## config.mk

```make
export PLATFORM = sky130hd
export DESIGN_NAME = datapath_flat
export DESIGN_NICKNAME = d
export VERILOG_FILES = /design/src/rtl/datapath_if.sv /design/src/rtl/datapath.sv /design/src/flat_wrapper.sv
export SDC_FILE = /design/constraint.sdc
export NUM_CORES = 1
export LEC_CHECK = 0
export ABC_CLOCK_PERIOD_IN_PS = 2350
export CAP_MARGIN = 5
export CORE_MARGIN = 4
export CORE_UTILIZATION = 45
export CTS_CLUSTER_SIZE = 10
export DETAILED_ROUTE_END_ITERATION = 6
export HOLD_SLACK_MARGIN = 0.1
export PLACE_DENSITY = 0.77
export SYNTH_ARGS = -nofsm -noshare
export SYNTH_HDL_FRONTEND = slang
export SYNTH_SLANG_ARGS = --single-unit
export TNS_END_PERCENT = 5
```

## constraint.sdc

```tcl
create_clock -name clk -period 2.35 [get_ports clk]
set_input_delay 0.47 -clock clk [delete_from_list [all_inputs] [get_ports clk]]
set_output_delay 0.47 -clock clk [all_outputs]
set_load 0.02 [all_outputs]
```

## src/rtl/datapath_if.sv

```systemverilog
// datapath_if -- memory bus between the datapath and its external 8x8 memory.
//
// Signals:
//   mem_addr   3  word address presented by the datapath
//   mem_wdata  8  write data presented by the datapath
//   mem_we     1  write enable presented by the datapath
//   mem_rdata  8  asynchronous read data returned by the memory for mem_addr
//
// Modports:
//   master  the datapath side (drives address, write data and write enable)
//   slave   the memory side (returns read data)
interface datapath_if;
    logic [2:0] mem_addr;
    logic [7:0] mem_wdata;
    logic       mem_we;
    logic [7:0] mem_rdata;

    modport master (
        output mem_addr,
        output mem_wdata,
        output mem_we,
        input  mem_rdata
    );

    modport slave (
        input  mem_addr,
        input  mem_wdata,
        input  mem_we,
        output mem_rdata
    );
endinterface

```

## src/rtl/datapath.sv

```systemverilog
// datapath -- 8-bit accumulator-style datapath driven by an external control FSM.
//
// Holds the instruction register (IR), operand register OP1, the OP2/result
// register, the IO output register and a 3-bit program counter. An external
// 8x8 memory with asynchronous read is reached through the datapath_if bus.
//
// Ports:
//   clk        sole clock, rising edge
//   rst        synchronous active-high reset
//   enir       load IR from mem_rdata
//   enrop1     load OP1 from mem_rdata
//   enrop2     load result register with ALU(OP1, mem_rdata, seloper)
//   enrio      load io_out from mem_rdata
//   enpc       increment PC (wraps 7 -> 0)
//   enmem      memory write strobe, forwarded as mem_we
//   seloper    ALU op: 00 add, 01 sub, 10 pass OP1, 11 pass operand
//   selmux     address source: 00 PC, 01 field A, 10 field B, 11 field A
//   mem        datapath_if master modport (mem_addr/mem_wdata/mem_we/mem_rdata)
//   operacion  IR[7:6], opcode for the control FSM
//   io_out     IO register contents
//   pc         program counter
//   flag_z     zero flag of the last enrop2 result
//   flag_c     carry (add) / borrow (sub) of the last enrop2 operation
//
// Configuration:
//   DATAPATH_FLAGS_EN  when defined, flag_z/flag_c are registered on every
//                      enrop2 edge; otherwise they are tied to 0.
module datapath (
    input  logic              clk,
    input  logic              rst,
    input  logic              enir,
    input  logic              enrop1,
    input  logic              enrop2,
    input  logic              enrio,
    input  logic              enpc,
    input  logic              enmem,
    input  logic [1:0]        seloper,
    input  logic [1:0]        selmux,
    datapath_if.master        mem,
    output logic [1:0]        operacion,
    output logic [7:0]        io_out,
    output logic [2:0]        pc,
    output logic              flag_z,
    output logic              flag_c
);

    logic [7:0] ir_q,  ir_d;
    logic [7:0] op1_q, op1_d;
    logic [7:0] res_q, res_d;
    logic [7:0] io_q,  io_d;
    logic [2:0] pc_q,  pc_d;
    logic [7:0] alu_result;

    // The second operand only feeds the ALU on the enrop2 edge itself, so the
    // OP2/result register keeps just the ALU result; nothing reads the raw
    // operand afterwards.

    // Address mux: 11 reuses field A so write-back lands on the first operand.
    always_comb begin
        unique case (selmux)
            2'b00:   mem.mem_addr = pc_q;
            2'b10:   mem.mem_addr = ir_q[2:0];
            default: mem.mem_addr = ir_q[5:3];
        endcase
    end

    always_comb begin
        mem.mem_wdata = (seloper == 2'b10) ? op1_q : res_q;
        mem.mem_we    = enmem;
    end

    always_comb begin
        unique case (seloper)
            2'b00:   alu_result = op1_q + mem.mem_rdata;
            2'b01:   alu_result = op1_q - mem.mem_rdata;
            2'b10:   alu_result = op1_q;
            default: alu_result = mem.mem_rdata;
        endcase
    end

    // Every strobe is independent and samples the same mem_rdata.
    always_comb begin
        ir_d  = ir_q;
        op1_d = op1_q;
        res_d = res_q;
        io_d  = io_q;
        pc_d  = pc_q;
        if (enir)   ir_d  = mem.mem_rdata;
        if (enrop1) op1_d = mem.mem_rdata;
        if (enrop2) res_d = alu_result;
        if (enrio)  io_d  = mem.mem_rdata;
        if (enpc)   pc_d  = pc_q + 3'd1;
    end

    always_ff @(posedge clk) begin
        if (rst) begin
            ir_q  <= 8'h00;
            op1_q <= 8'h00;
            res_q <= 8'h00;
            io_q  <= 8'h00;
            pc_q  <= 3'd0;
        end else begin
            ir_q  <= ir_d;
            op1_q <= op1_d;
            res_q <= res_d;
            io_q  <= io_d;
            pc_q  <= pc_d;
        end
    end

    always_comb begin
        operacion = ir_q[7:6];
        io_out    = io_q;
        pc        = pc_q;
    end

`ifdef DATAPATH_FLAGS_EN
    logic flag_z_q, flag_z_d;
    logic flag_c_q, flag_c_d;

    // op1 + b overflows 8 bits exactly when op1 > 255 - b, i.e. op1 > ~b,
    // which avoids a 9-bit adder whose low bits would go unused.
    always_comb begin
        flag_z_d = flag_z_q;
        flag_c_d = flag_c_q;
        if (enrop2) begin
            flag_z_d = (alu_result == 8'h00);
            unique case (seloper)
                2'b00:   flag_c_d = (op1_q > ~mem.mem_rdata);
                2'b01:   flag_c_d = (op1_q < mem.mem_rdata);
                default: flag_c_d = 1'b0;
            endcase
        end
    end

    always_ff @(posedge clk) begin
        if (rst) begin
            flag_z_q <= 1'b0;
            flag_c_q <= 1'b0;
        end else begin
            flag_z_q <= flag_z_d;
            flag_c_q <= flag_c_d;
        end
    end

    assign flag_z = flag_z_q;
    assign flag_c = flag_c_q;
`else
    assign flag_z = 1'b0;
    assign flag_c = 1'b0;
`endif

endmodule

```

## src/flat_wrapper.sv

```systemverilog
// flat-port wrapper written by rule: the top's interface ports become plain ports
module datapath_flat 
  (clk, rst, enir, enrop1, enrop2, enrio, enpc, enmem, seloper, selmux, operacion, io_out, pc, flag_z, flag_c, mem_mem_addr, mem_mem_wdata, mem_mem_we, mem_mem_rdata);
  datapath_if mem_i ();
  input  logic clk;
  input  logic rst;
  input  logic enir;
  input  logic enrop1;
  input  logic enrop2;
  input  logic enrio;
  input  logic enpc;
  input  logic enmem;
  input  logic [1:0] seloper;
  input  logic [1:0] selmux;
  output logic [1:0] operacion;
  output logic [7:0] io_out;
  output logic [2:0] pc;
  output logic flag_z;
  output logic flag_c;
  output wire logic [$bits(mem_i.mem_addr)-1:0] mem_mem_addr;
  output wire logic [$bits(mem_i.mem_wdata)-1:0] mem_mem_wdata;
  output wire logic [$bits(mem_i.mem_we)-1:0] mem_mem_we;
  input wire logic [$bits(mem_i.mem_rdata)-1:0] mem_mem_rdata;
  assign mem_mem_addr = mem_i.mem_addr;
  assign mem_mem_wdata = mem_i.mem_wdata;
  assign mem_mem_we = mem_i.mem_we;
  assign mem_i.mem_rdata = mem_mem_rdata;
  datapath u_core (.clk(clk), .rst(rst), .enir(enir), .enrop1(enrop1), .enrop2(enrop2), .enrio(enrio), .enpc(enpc), .enmem(enmem), .seloper(seloper), .selmux(selmux), .mem(mem_i), .operacion(operacion), .io_out(io_out), .pc(pc), .flag_z(flag_z), .flag_c(flag_c));
endmodule
```

Word-level counts from Yosys, hierarchy flattened --
Cells that the tools add are included.
Storage, ports and cells: register bits after elaboration 35, latch bits 0, bits in writable memories 0, ROM bits 0, input port bits 20, output and inout port bits 27, word-level logic and storage cells 16, memories kept 0
Cells by class: add/sub/neg operators 3, $mul 0, div/mod/pow operators 0, order comparisons 0, eq/ne operators 3, shift-type cells 0, mux-type cells 3, bitwise operators 0, reductions and logical operators 2
Operator list (count):
- 8-bit one-hot mux with 3 select lines | 1
- 8-bit adder | 1
- 8-bit 2-to-1 mux | 1
- 8-bit subtractor | 1
- 3-bit one-hot mux with 2 select lines | 1
- 2-bit == test (second input constant) | 2
- 2-bit zero test | 2
- 3-bit by 1-bit adder with 3-bit output (second input constant) | 1
- 2-bit by 1-bit == test with 1-bit output (second input constant) | 1

Logic depth before layout (Yosys ltp) --
Gate-level depths: netlist (run 1).
word-level depth 2, mapped depth 11

Worst setup path before layout (run 1) --
OpenSTA, ideal clock, no wires.
kind input-to-reg, start point input seloper[0], end point register u_core.res_q[4], setup time 73 ps, arrival time 2320 ps, data required time 2277 ps, setup slack -43 ps, stages 9, cell sequence nor2b_1 clkbuf_1 mux2_2 fa_1 nor2b_1 o21a_1 nor3_1 o311a_1 nor3_2
On the way: word-level cells in the longest chain between the ends 2
RTL lines:
- from (decl) | line flat_wrapper.sv:13 | input logic [1:0] seloper;
- 2-bit == test (tied with other cells) | line datapath.sv:73 | unique case (seloper)
- 8-bit one-hot mux with 3 select lines (*) | line datapath.sv:73
- to (signal assigned) | line datapath.sv:105 | res_q <= res_d;
- to (decl) | line datapath.sv:49 | logic [7:0] res_q, res_d;
Every way passes the cells marked *; elsewhere a longest branch is shown, timed or not. A chain may end at the register's enable or synchronous reset.

Final worst setup path (run 1) --
start point input mem_mem_rdata[1], end point register u_core.res_q[4]
On the way: word-level cells in the longest chain between the ends 2
RTL lines:
- from (decl) | line flat_wrapper.sv:23 | input wire logic [$bits(mem_i.mem_rdata)-1:0] mem_mem_rdata;
- 8-bit subtractor or 8-bit adder (tied branches) | line datapath.sv:75, datapath.sv:74
- 8-bit one-hot mux with 3 select lines (*) | line datapath.sv:73
Marks and branches as above.

==> impl_metrics.yaml, run 1 <==
cts:
  path_clk_slew_ns: 0.08
  cts_buffers: 5
  holdBufCountCts: 0
  htree_levels: 2
  cts_tree: "yes"
  cts_root_buf: "clkbuf_8"
  cts_buffer_depth: 2
  clkLatencyLatePin_ns: 0.29
  clkSinkCount: 35
setup_path:
  critical_path_class: "in2reg"
  path_max_fanout: 4
  crit_required_ns: 2.58
  rr_worst_depth: 8
  critPathLaunch: "mem_mem_rdata[1]"
  arrival_ns: 2.51
  start_kind: "primary input"
  r2r_end: "u_core.res_q[4]"
  r2r_start: "u_core.op1_q[0]"
  rrSetupSlack_ns: 0.42
  endpoint_kind: "register"
  cp-endpoint: "u_core.res_q[4]"
pwr:
  p_per_area_mw_per_mm2: 569
  p_sw_uw: 489
  p_leak_nw: 1.29
  pwr-share-comb: 0.290
  ir_worst_vdd_mv: 0.315
  power.total_mw: 1.60
  clock_power_share: 0.295
  p_seq_frac: 0.414
  switching_share: 0.306
  internal_power_mw: 1.11
synth:
  syn_area_mm2: 0.00207
  synth-main-ff-cell: "dfxtp_1"
  synthArstFlopShare: 0
  ys_seq_area_frac: 0.339
  yosys_warnings: 0
  ys_types: 38
  ys_seq_elements: 35
  syn_inst: 235
  syn_avg_cell_area_um2: 8.79
  synth-edff-count: 0
routing:
  vias: 1803
  drc: 0
  drt_iter0_markers: 103
  wl_per_cell_um: 14.3
  wl_um: 4950
  ant_nets: 0
  drt-pass1-iter-count: 4
  via_per_inst: 5.23
global_routing:
  first_global_vias: 1790
  track_usage: 0.192
  antenna_found_initial: 0
  grt_pass1_wl_um: 8310
  grt_max_degree: 19
  overflow: 0
timing:
  fin_tns_setup_ns: 0
  holdWs_ns: 0.480
  max_freq_mhz: 439
  tightest_slew_ns: 0.556
  slew_violations: 0
  setup_viol: 0
  finalHoldViolations: 0
  period_minus_slack_ns: 2.28
  skew_ns: 0.00839
  fin_crit_sh: 0.970
  rsz0062_at_grt: "yes"
  max_slew_margin: 0.628
die:
  initial_utilization: 0.471
  die-area_mm2: 0.00574
  die_w_um: 75.8
  rows: 24
  pin_count: 47
  core_area_mm2: 0.00438
  dieHeight_um: 75.8
run:
  maxCapViolCount: 0
layout:
  design_area_mm2: 0.00281
  fillerInstances: 375
  area_growth_pct: 35.9
  fin_nets: 322
  drive_gt1_frac: 0.188
  antenna_cells: 0
run_status:
  status: "finished, final reports clean"
placement:
  gp_congestion: 0.877
  postPlaceCellArea_mm2: 0.00266
  port-buffer-count: 42
  place_hpwl_um: 3740
hold_path:
  hold_path_class: "reg2reg"
==> synth_stat cells, types with 3 or more instances <==
library cell  number  share of area
nand2_1           12          0.022
mux2i_1           38           0.18
nor2_1            43          0.078
dfxtp_1           35           0.34
ha_1               9          0.055
buf_4              6          0.022
a21oi_1            8          0.019
xor2_1             3          0.013
a31oi_1            3         0.0091
o21a_1             3          0.011
mux2_2             8          0.044
clkbuf_1          11          0.020
inv_1              7          0.013
xnor2_1            8          0.034
o21ai_0            7          0.017
nor2b_1            3         0.0091
==> placed cells by master (no fill, tap or decap), types with 2 or more instances in the layout <==
master / count
a211oi_1: 2
a21oi_1: 6
a21oi_2: 2
a31oi_1: 3
buf_4: 24
buf_6: 2
clkbuf_8: 6
clkdlybuf4s50_1: 26
conb_1: 2
dfxtp_1: 35
dlygate4sd2_1: 14
ha_1: 8
inv_1: 6
mux2_2: 7
mux2i_1: 38
nand2_1: 12
nand3_1: 2
nand3b_1: 2
nor2_1: 43
nor2b_1: 2
nor3_1: 2
nor3_2: 2
o211ai_1: 2
o21a_1: 3
o21ai_0: 7
xnor2_1: 8
xor2_1: 3
==> metal layers <==
metal	vias up	global-route usage	wire length [µm]
met2	46	0.316	2350
met4	0	0.0621	78
li1	913	-	-
met1	837	0.238	2220
met5	-	0	0
met3	7	0.0594	292
==> worst min-delay path by stage <==
stage / from / to / slack (ns) / cells after the start
2_1_floorplan: u_core.res_q[6] / u_core.res_q[6] / 0.46 / 2
3_3_place_gp: u_core.res_q[6] / u_core.res_q[6] / 0.47 / 2
3_5_place_dp: u_core.res_q[6] / u_core.res_q[6] / 0.48 / 2
4_1_cts: u_core.res_q[3] / u_core.res_q[3] / 0.49 / 2
5_1_grt: u_core.res_q[2] / u_core.res_q[2] / 0.51 / 2
6_report: u_core.res_q[3] / u_core.res_q[3] / 0.48 / 2
==> critical path, stage by stage <==
cell and delay [ns]:
dlygate4sd2_1 0.24, inv_1 0.09, ha_4 0.21, mux2_4 0.27, fa_2 0.35, nor2b_1 0.12, o21a_1 0.20, nor3_1 0.06
o311a_1 0.34, nor3_2 0.14
==> power by group through the flow <==
stage	clock, mW	sequential (mW)	combinational (mW)
2_1_floorplan	0	0.682	0.270
3_3_place_gp	0	0.673	0.453
3_5_place_dp	0	0.675	0.461
4_1_cts	0.487	0.661	0.461
5_1_grt	0.512	0.667	0.511
6_report	0.471	0.661	0.463
==> cell families after synthesis <==
family	share of synthesized area
simple gates	0.162
compound gates	0.0975
buf+inv	0.0612
fa+ha+maj	0.0642
other cells	0.00182
flops	0.339
xor+xnor	0.0466
mux	0.228
==> flip-flops by register name (all words and copies together) (netlist names) <==
signal         cells
u_core.pc          3
u_core.res_q       8
u_core.op1_q       8
u_core.io_out      8
u_core.ir_q        8
==> what timing repair did <==
item                                    4_1_cts  5_1_grt
resized for setup                            29        3
endpoints found under the setup margin       16        4
pin swaps                                     4        0
setup buffers                                 2        0
==> area by class of cell <==
class | count | area, µm² | share of cell area
clock inverter | 2 | 16.3 | 0.00580
multi-input combinational | 174 | 1290 | 0.459
tap | 52 | 65.1 | 0.0232
clock buffer | 6 | 82.6 | 0.0294
timing repair buffer | 69 | 627 | 0.223
inverter | 7 | 26.3 | 0.00936
sequential | 35 | 701 | 0.250
==> metrics by stage <==
stage | std cells | util | setup slack [ns]
final | 345 | 0.640 | 0.0701
after global routing | 345 | 0.640 | -0.00605
after CTS | 345 | 0.638 | 0.0992
after detailed placement | 335 | 0.606 | -0.563
after global placement | 335 | 0.606 | -0.559
after floorplan | 236 | - | 0.0280
Note: power is estimated with default switching activity, not from simulation.
==> inputs of run 2 (changes only) <==
--- a/config.mk
+++ b/config.mk
@@ -11,8 +11,9 @@
 export CORE_UTILIZATION = 45
 export CTS_CLUSTER_SIZE = 10
 export DETAILED_ROUTE_END_ITERATION = 6
+export DONT_BUFFER_PORTS = 1
 export HOLD_SLACK_MARGIN = 0.1
-export PLACE_DENSITY = 0.77
+export PLACE_DENSITY = 0.63
 export SYNTH_ARGS = -nofsm -noshare
 export SYNTH_HDL_FRONTEND = slang
 export SYNTH_SLANG_ARGS = --single-unit
==> run 2 against run 1 <==
Routed wire length is 12% lower. Power shrank 12%. Critical path depth down 2. Via count fell by 15%.
==> impl_metrics.yaml, run 2 (same netlist as run 1, synthesis figures left out) <==
run_status:
  status: "finished, final reports clean"
timing:
  rsz0062_at_grt: "no"
  finalHoldViolations: 0
  fin_crit_sh: 0.876
  setup_viol: 0
  tightest_slew_ns: 0.664
  holdWs_ns: 0.240
  max_slew_margin: 0.553
  skew_ns: 0.00682
  slew_violations: 0
  period_minus_slack_ns: 2.06
  max_freq_mhz: 486
setup_path:
  start_kind: "primary input"
  r2r_start: "u_core.op1_q[0]"
  cp.depth: 8
  crit_required_ns: 2.57
  endpoint_kind: "register"
  cpMaxStageDelayCell: "fa_1"
  cp-endpoint: "u_core.res_q[4]"
  path_buf_inv: 0
  critPathLaunch: "seloper[0]"
  arrival_ns: 2.28
  path_max_fanout: 11
  cp_cell_sequence: "nor2b_1 -> mux2_2 -> fa_1 -> nor2b_1 -> o21a_1 -> nor3_1 -> o311a_1 -> nor3_2"
  rrSetupSlack_ns: 0.49
  crit_path_frequent_cell: "nor2b_1"
  r2r_end: "u_core.res_q[4]"
  critPathMaxStageDelay_ns: 0.42
  critical_path_class: "in2reg"
  rr_worst_depth: 8
  worst_path_dominant_cell_family: "simple AND/OR/NAND/NOR gates"
die:
  initial_utilization: 0.471
  rows: 24
  die-area_mm2: 0.00574
  die_w_um: 75.8
  pin_count: 47
  dieHeight_um: 75.8
  core_area_mm2: 0.00438
placement:
  place_hpwl_um: 3160
  postPlaceCellArea_mm2: 0.00209
  dp.cells: 276
  gp_congestion: 0.871
  port-buffer-count: 0
layout:
  area_growth_pct: 5.69
  layout_common_cells: "nor2_1, mux2i_1, dfxtp_1"
  seq_area_um2: 701
  antenna_cells: 0
  fin_nets: 261
  drive_gt1_frac: 0.116
  final_util: 0.498
  design_area_mm2: 0.00218
  multi_input_area_mm2: 0.00124
  fillerInstances: 432
  final_common_cell: "nor2_1"
  finalNonFillerCells: 284
cts:
  holdBufCountCts: 0
  cts_buffer_depth: 2
  path_clk_slew_ns: 0.08
  cts_tree: "yes"
  postCtsSetupBuffers: 0
  cts_root_buf: "clkbuf_8"
  htree_levels: 2
  clkSinkCount: 35
  clkLatencyLatePin_ns: 0.29
  cts_buffers: 5
  cts_resized: 0
global_routing:
  use_met1: 0.217
  overflow: 0
  track_usage: 0.165
  gr-usage-met3: 0.0739
  antenna_found_initial: 0
  grt_max_degree: 36
  met2_usage: 0.244
  grt_pass1_wl_um: 7220
  first_global_vias: 1506
  grt_busiest_layer: "met2"
pwr:
  ir_worst_vdd_mv: 0.360
  p_per_area_mw_per_mm2: 641
  power.total_mw: 1.40
  p_leak_nw: 0.967
hold_path:
  hold_path_class: "in2reg"
  min_from: "rst"
routing:
  vias: 1533
  wl_um: 4360
  drt_iter0_markers: 87
  drc: 0
  ant_nets: 0
  wl_per_cell_um: 15.4
  via_per_inst: 5.40
  drt-pass1-iter-count: 4
run:
  maxCapViolCount: 0
run 2: changes by cell type in the layout (fill, tap and decap cells not counted), moves of 2 or more:
cell,delta
a21oi_1,+2
a21oi_2,-2
buf_4,-16
buf_6,-2
clkdlybuf4s50_1,-26
dlygate4sd2_1,-14
run 2: worst min-delay path by stage:
stage               cells past startpoint         endpoint
floorplan                               2  u_core.res_q[6]
global placement                        2  u_core.res_q[2]
detailed placement                      2  u_core.res_q[3]
CTS                                     1  u_core.res_q[4]
global route                            1  u_core.res_q[4]
finish                                  1  u_core.res_q[4]
run 2: worst register-to-register path: stages, from the launching register on:
cell	delay, ns
dfxtp_1	0.35
inv_1	0.06
ha_1	0.20
fa_1	0.39
nor2b_1	0.12
o21a_1	0.16
nor3_1	0.06
o311a_1	0.31
nor3_2	0.14
run 2: power by group:
part | total [mW] | internal (mW) | switching (mW)
clock | 0.439 | 0.206 | 0.233
sequential | 0.680 | 0.634 | 0.0464
combinational | 0.281 | 0.145 | 0.136
run 2: metal layers:
layer	routed length, µm	up-vias
li1	-	787
met5	0	-
met4	47	0
met3	393	5
met2	1920	43
met1	2000	698
run 2: area by class of cell:
type / count / area share
Clock buffer: 5 / 0.0315
Clock inverter: 3 / 0.00917
Inverter: 7 / 0.0120
Multi-Input combinational cell: 174 / 0.569
Sequential cell: 35 / 0.321
Tap cell: 52 / 0.0298
Timing Repair Buffer: 8 / 0.0275
run 2: per-stage QoR:
| step | setup WS (ns) | TNS (ns) |
|---|---|---|
| 6_report | 0.290 | 0 |
| 5_1_grt | 0.148 | 0 |
| 4_1_cts | 0.300 | 0 |
| 3_5_place_dp | -0.00510 | -0.00510 |
| 3_3_place_gp | 0.0475 | 0 |
| 2_1_floorplan | 0.0280 | 0 |
